`config.mk`:
```
export PLATFORM = sky130hd
export DESIGN_NAME = uart_cmd_seq
export DESIGN_NICKNAME = d
export VERILOG_FILES = /design/src/rtl/uart_cmd_seq.sv
export SDC_FILE = /design/constraint.sdc
export NUM_CORES = 1
export LEC_CHECK = 0
export CORE_UTILIZATION = 50
export DETAILED_ROUTE_END_ITERATION = 8
export PLACE_DENSITY_LB_ADDON = 0.15
export SLEW_MARGIN = 30
export SYNTH_ARGS = -nofsm -noshare
export SYNTH_HDL_FRONTEND = slang
export SYNTH_SLANG_ARGS = --single-unit
```
`constraint.sdc`:
```
create_clock -name CLK -period 4.8 [get_ports CLK]
set_clock_uncertainty 0.15 [all_clocks]
set_input_delay 0.72 -clock CLK [delete_from_list [all_inputs] [get_ports CLK]]
set_output_delay 0.72 -clock CLK [all_outputs]
set_load 0.005 [all_outputs]
```
`src/rtl/uart_cmd_seq.sv`:
```
// uart_cmd_seq: serialises register-file/ALU commands into back-to-back UART frames
module uart_cmd_seq #(
  parameter int DATA_WIDTH = 8,
  parameter int RF_ADDR = 4
) (
  input  logic                  CLK,
  input  logic                  RST,
  input  logic                  CMD_VLD,
  output logic                  CMD_RDY,
  input  logic [1:0]            CMD_TYPE,
  input  logic [RF_ADDR-1:0]    CMD_ADDR,
  input  logic [DATA_WIDTH-1:0] CMD_DATA_A,
  input  logic [DATA_WIDTH-1:0] CMD_DATA_B,
  input  logic [3:0]            CMD_FUN,
  input  logic [5:0]            PRESCALE,
  input  logic                  PAR_EN,
  input  logic                  PAR_TYP,
  output logic                  TX_OUT,
  output logic                  BUSY,
  output logic                  DONE
);
  localparam logic [2:0] IDLE = 3'd0, START = 3'd1, DATA = 3'd2, PARITY = 3'd3, STOP = 3'd4;
  localparam int BW = DATA_WIDTH > 1 ? $clog2(DATA_WIDTH) : 1;
  localparam logic [BW-1:0] B_LAST = BW'(DATA_WIDTH - 1);
  logic [2:0] state, state_n;
  logic [5:0] pcnt, pcnt_n, p_last, ps_q;
  logic [BW-1:0] bcnt, bcnt_n;
  logic [1:0] fcnt, fcnt_n, f_last, typ_q;
  logic [RF_ADDR-1:0] addr_q;
  logic [DATA_WIDTH-1:0] a_q, b_q, addr_x, fun_x, fr;
  logic [3:0] fun_q;
  logic pe_q, pt_q, tx_n, accept;
  assign accept = CMD_VLD && state == IDLE;
  assign CMD_RDY = state == IDLE;
  assign BUSY = state != IDLE;
  assign p_last = ps_q == 6'd0 ? 6'd0 : ps_q - 6'd1;
  assign f_last = typ_q == 2'd2 ? 2'd3 : typ_q == 2'd0 ? 2'd2 : 2'd1;
  assign addr_x = DATA_WIDTH'(addr_q);
  assign fun_x = DATA_WIDTH'(fun_q);
  // payload of the frame being entered, so TX_OUT can be registered without lag
  always_comb begin
    fr = '0;
    case (typ_q)
      2'd0: fr = fcnt_n == 2'd0 ? DATA_WIDTH'(8'hAA) : fcnt_n == 2'd1 ? addr_x : a_q;
      2'd1: fr = fcnt_n == 2'd0 ? DATA_WIDTH'(8'hBB) : addr_x;
      2'd2: fr = fcnt_n == 2'd0 ? DATA_WIDTH'(8'hCC) : fcnt_n == 2'd1 ? a_q : fcnt_n == 2'd2 ? b_q : fun_x;
      default: fr = fcnt_n == 2'd0 ? DATA_WIDTH'(8'hDD) : fun_x;
    endcase
  end
  always_comb begin
    state_n = state;
    pcnt_n = pcnt;
    bcnt_n = bcnt;
    fcnt_n = fcnt;
    if (state == IDLE) begin
      if (CMD_VLD) begin
        state_n = START;
        pcnt_n = '0;
        bcnt_n = '0;
        fcnt_n = '0;
      end
    end else if (pcnt != p_last) begin
      pcnt_n = pcnt + 6'd1;
    end else begin
      pcnt_n = '0;
      case (state)
        START: begin
          state_n = DATA;
          bcnt_n = '0;
        end
        DATA:
          if (bcnt == B_LAST) state_n = pe_q ? PARITY : STOP;
          else bcnt_n = bcnt + 1'b1;
        PARITY: state_n = STOP;
        default:
          if (fcnt == f_last) state_n = IDLE;
          else begin
            state_n = START;
            fcnt_n = fcnt + 2'd1;
          end
      endcase
    end
  end
  assign tx_n = state_n == START ? 1'b0 : state_n == DATA ? fr[bcnt_n] :
                state_n == PARITY ? (^fr) ^ pt_q : 1'b1;
  always_ff @(posedge CLK or posedge RST) begin
    if (RST) begin
      state <= IDLE;
      pcnt <= '0;
      bcnt <= '0;
      fcnt <= '0;
      TX_OUT <= 1'b1;
      DONE <= 1'b0;
      typ_q <= '0;
      addr_q <= '0;
      a_q <= '0;
      b_q <= '0;
      fun_q <= '0;
      ps_q <= '0;
      pe_q <= 1'b0;
      pt_q <= 1'b0;
    end else begin
      state <= state_n;
      pcnt <= pcnt_n;
      bcnt <= bcnt_n;
      fcnt <= fcnt_n;
      TX_OUT <= tx_n;
      DONE <= state != IDLE && state_n == IDLE;
      if (accept) begin
        typ_q <= CMD_TYPE;
        addr_q <= CMD_ADDR;
        a_q <= CMD_DATA_A;
        b_q <= CMD_DATA_B;
        fun_q <= CMD_FUN;
        ps_q <= PRESCALE;
        pe_q <= PAR_EN;
        pt_q <= PAR_TYP;
      end
    end
  end
endmodule
```
==> flow_summary.json <==
{
  "worst_ep_arrival_time_ns": 4.20,
  "rsz0062_at_grt": "no",
  "fill_cells": 570,
  "port_buffers": 40,
  "gr-usage-all-layers_pct": 23.7,
  "number_of_buffers_created_by_cts": 5,
  "initial_utilization_pct": 51.7,
  "cts.sinks": 50,
  "fin_tns_setup_ns": 0,
  "post_cts_resized": 0,
  "clock_power_share_pct": 33.8,
  "synthDominantCellAreaShare_pct": 37.3,
  "die_area_mm2": 0.00690,
  "overflow": 0,
  "die-width_um": 83.1,
  "finalMaxSlewViolations": 0,
  "crit_type": "reg -> reg",
  "clock_latency_ns": 0.31,
  "place_congestion": 0.892,
  "antenna_found_initial": 0,
  "final_common_cell": "sky130_fd_sc_hd__nand2_1",
  "synth_enable_flop_cells": 0,
  "power.share.sequential_pct": 60.7,
  "timing.slew.headroom_pct": 55.9,
  "sw_frac_of_total_pct": 21.4,
  "final.period_utilization_pct": 86.0,
  "layout.nets": 459,
  "layout_cell_share_with_drive_strength_beyond_1_pct": 9.55,
  "asyncSetResetFlopFracSynth_pct": 100,
  "synth.distinct_cells": 78,
  "cts_max_path_buffers": 2,
  "worstSetupStartpoint": "ps_q[0]",
  "p_switching_uw": 148,
  "postCtsHoldBufs": 0,
  "endpoint_kind_of_the_worst_setup_timing_path": "flip-flop",
  "place_hpwl_mm": 5.74,
  "syn2layout_area_growth_pct": 16.3,
  "finalNonFillerCells": 496,
  "final_antenna_net_count": 0,
  "number_of_global_route_vias_before_repair": 2764,
  "clock_tree.htree_level_count": 2,
  "cts.reportedPaths.clkPinSlew_ns": 0.09,
  "final_cell_mix": "110 x sky130_fd_sc_hd__nand2_1, 49 x sky130_fd_sc_hd__dfrtp_1, 40 x sky130_fd_sc_hd__clkdlybuf4s50_1, 23 x sky130_fd_sc_hd__o21ai_0, 15 x sky130_fd_sc_hd__nor2_1",
  "syn-instance-count": 384,
  "grt_first_pass_wirelength_mm": 13.3,
  "route.vias.total": 2932,
  "tritoncts_clock_tree": "done",
  "synth.net_count": 424,
  "timing_worst_slew_pin_value_ns": 0.653,
  "ir_drop_v": 0.000112,
  "place.detailed.instances": 489,
  "largest_net_degree_at_the_start_of_global_routing": 51,
  "synth_seq_cells": 50,
  "ratio_of_routed_vias_to_standard_cells": 5.91,
  "cts-root-buf": "sky130_fd_sc_hd__clkbuf_8",
  "synth_top_cell_by_area": "sky130_fd_sc_hd__dfrtp_1",
  "drcViolationCount": 0,
  "placeableCoreArea_mm2": 0.00635,
  "critical_path_peak_fanout": 7,
  "post-cts-setup-buffer-count": 0,
  "cap_violations": 0,
  "cp.required_ns": 4.87,
  "min_period_ns": 4.13,
  "dr.pass1.iters": 5,
  "max_clock_freq_mhz": 242,
  "worst_setup_path_start_kind": "flip-flop",
  "worstHoldStart": "fun_q[0]",
  "comb_power_share_pct": 5.5,
  "ys_dominant_reg_cell": "sky130_fd_sc_hd__dfrtp_1",
  "synth.yosys.warnings": 0,
  "antenna_cells": 0,
  "final_hold_viol_count": 0,
  "status": "complete, no violations",
  "dieHeight_um": 83.1,
  "ys_seq_area_share_pct": 38.1,
  "regToRegStartpoint": "ps_q[0]",
  "route.detailed.wl_per_inst_um": 15.8,
  "areal_power_density_over_the_cells_mw_per_mm2": 181,
  "post_synth.cell_area_avg_um2": 8.55,
  "core_rows": 29,
  "floorplan.io_pins": 41,
  "power.internal_uw": 545,
  "routed_wirelength_mm": 7.82,
  "setup-violations-final": 0,
  "power.leakage_nw": 1.78,
  "synth.top_cells.by_area": "sky130_fd_sc_hd__dfrtp_1 37%, sky130_fd_sc_hd__nand2_1 13%, sky130_fd_sc_hd__o21ai_0 3.5%",
  "syn_area_mm2": 0.00328,
  "drtIter0Drc": 143,
  "hold_path_class": "reg -> reg"
}
[logic make-up (layout without fill, tap and decap cells)]
| kind of cell | count (synthesis) | in the layout | share of synthesized area (%) |
|---|---|---|---|
| simple gates | 182 | 182 | 27.7 |
| compound gates | 97 | 97 | 22.7 |
| flops | 50 | 50 | 38.1 |
| buf+inv | 34 | 69 | 4.34 |
| xor+xnor | 12 | 12 | 4.08 |
| mux | 6 | 6 | 1.90 |
| fa+ha+maj | 3 | 3 | 1.14 |
[final cells by class]
cell class	count	area, um^2	area share (%)
tap	77	96.3	2.52
sequential	50	1250	32.8
clock buffer	5	68.8	1.80
clock inverter	2	10.0	0.262
inverter	17	66.3	1.74
multi-input combinational	300	1890	49.4
timing repair buffer	45	438	11.5
[worst paths after layout]
path | end | slack (ns) | depth (start not counted)
setup reg to reg | TX_OUT | 0.67 | 15
hold reg to reg | fun_q[0] | 0.33 | 2
setup / recovery | TX_OUT | 0.67 | 15
hold / removal | fun_q[0] | 0.33 | 2
max in group asynchronous | state[2] | 3.38 | 2
min in group asynchronous | ps_q[3] | 0.69 | 2
[cells in the mapped netlist (5+ instances only)]
cell type and instances:
sky130_fd_sc_hd__nand2_1 110, sky130_fd_sc_hd__nand3_1 8, sky130_fd_sc_hd__and3_1 5, sky130_fd_sc_hd__inv_1 15, sky130_fd_sc_hd__nor3_1 8, sky130_fd_sc_hd__o211ai_1 5, sky130_fd_sc_hd__dfrtp_1 49, sky130_fd_sc_hd__a32oi_1 5
sky130_fd_sc_hd__nor2_1 15, sky130_fd_sc_hd__and2_1 6, sky130_fd_sc_hd__xnor2_1 5, sky130_fd_sc_hd__a21oi_1 13, sky130_fd_sc_hd__clkbuf_1 15, sky130_fd_sc_hd__o21ai_0 23
[flip-flops by register name, summed over array words and instances (netlist names)]
name / count
a_q: 8
b_q: 8
pcnt: 6
ps_q: 6
addr_q: 4
fun_q: 4
bcnt: 3
state: 3
fcnt: 2
typ_q: 2
DONE: 1
TX_OUT: 1
pe_q: 1
pt_q: 1
[stage by stage]
step / cell area (um^2) / hold slack (ns) / total power, mW / setup slack, ns / util, %
finish: 3820 / 0.327 / 0.693 / 0.674 / 60.2
global route: 3820 / 0.359 / 0.716 / 0.343 / 60.2
CTS: 3820 / 0.331 / 0.702 / 0.711 / 60.2
detailed placement: 3740 / 0.314 / 0.468 / 0.749 / 58.9
global placement: 3740 / 0.304 / 0.467 / 0.812 / 58.9
floorplan: 3280 / 0.287 / 0.436 / 1.24 / -
[power by group through the flow]
stage	Combinational [mW]	Sequential, mW	Clock [mW]
global placement	0.0380	0.429	0
floorplan	0.00660	0.429	0
detailed placement	0.0388	0.429	0
CTS	0.0391	0.421	0.242
finish	0.0380	0.421	0.234
global route	0.0419	0.421	0.253
[layer usage]
layer / share of wire, % / track usage, %
met2: 48 / 40.3
met3: 3.8 / 3.08
met5: 0 / 0
met4: 2.4 / 7.99
met1: 46 / 31.1
[worst max-delay path, stage by stage (launching register included)]
cell and delay (ns):
sky130_fd_sc_hd__dfrtp_1 0.46, sky130_fd_sc_hd__inv_1 0.11, sky130_fd_sc_hd__ha_1 0.28, sky130_fd_sc_hd__nor4b_2 0.37, sky130_fd_sc_hd__a22oi_2 0.17, sky130_fd_sc_hd__xnor2_2 0.22, sky130_fd_sc_hd__nor3_4 0.39, sky130_fd_sc_hd__a31oi_4 0.20
sky130_fd_sc_hd__nor2_4 0.19, sky130_fd_sc_hd__inv_2 0.11, sky130_fd_sc_hd__a221oi_1 0.47, sky130_fd_sc_hd__a21oi_1 0.11, sky130_fd_sc_hd__xor2_1 0.21, sky130_fd_sc_hd__xnor2_1 0.18, sky130_fd_sc_hd__xnor3_1 0.27, sky130_fd_sc_hd__o221ai_2 0.16
Power figures use the tool's default switching activity.
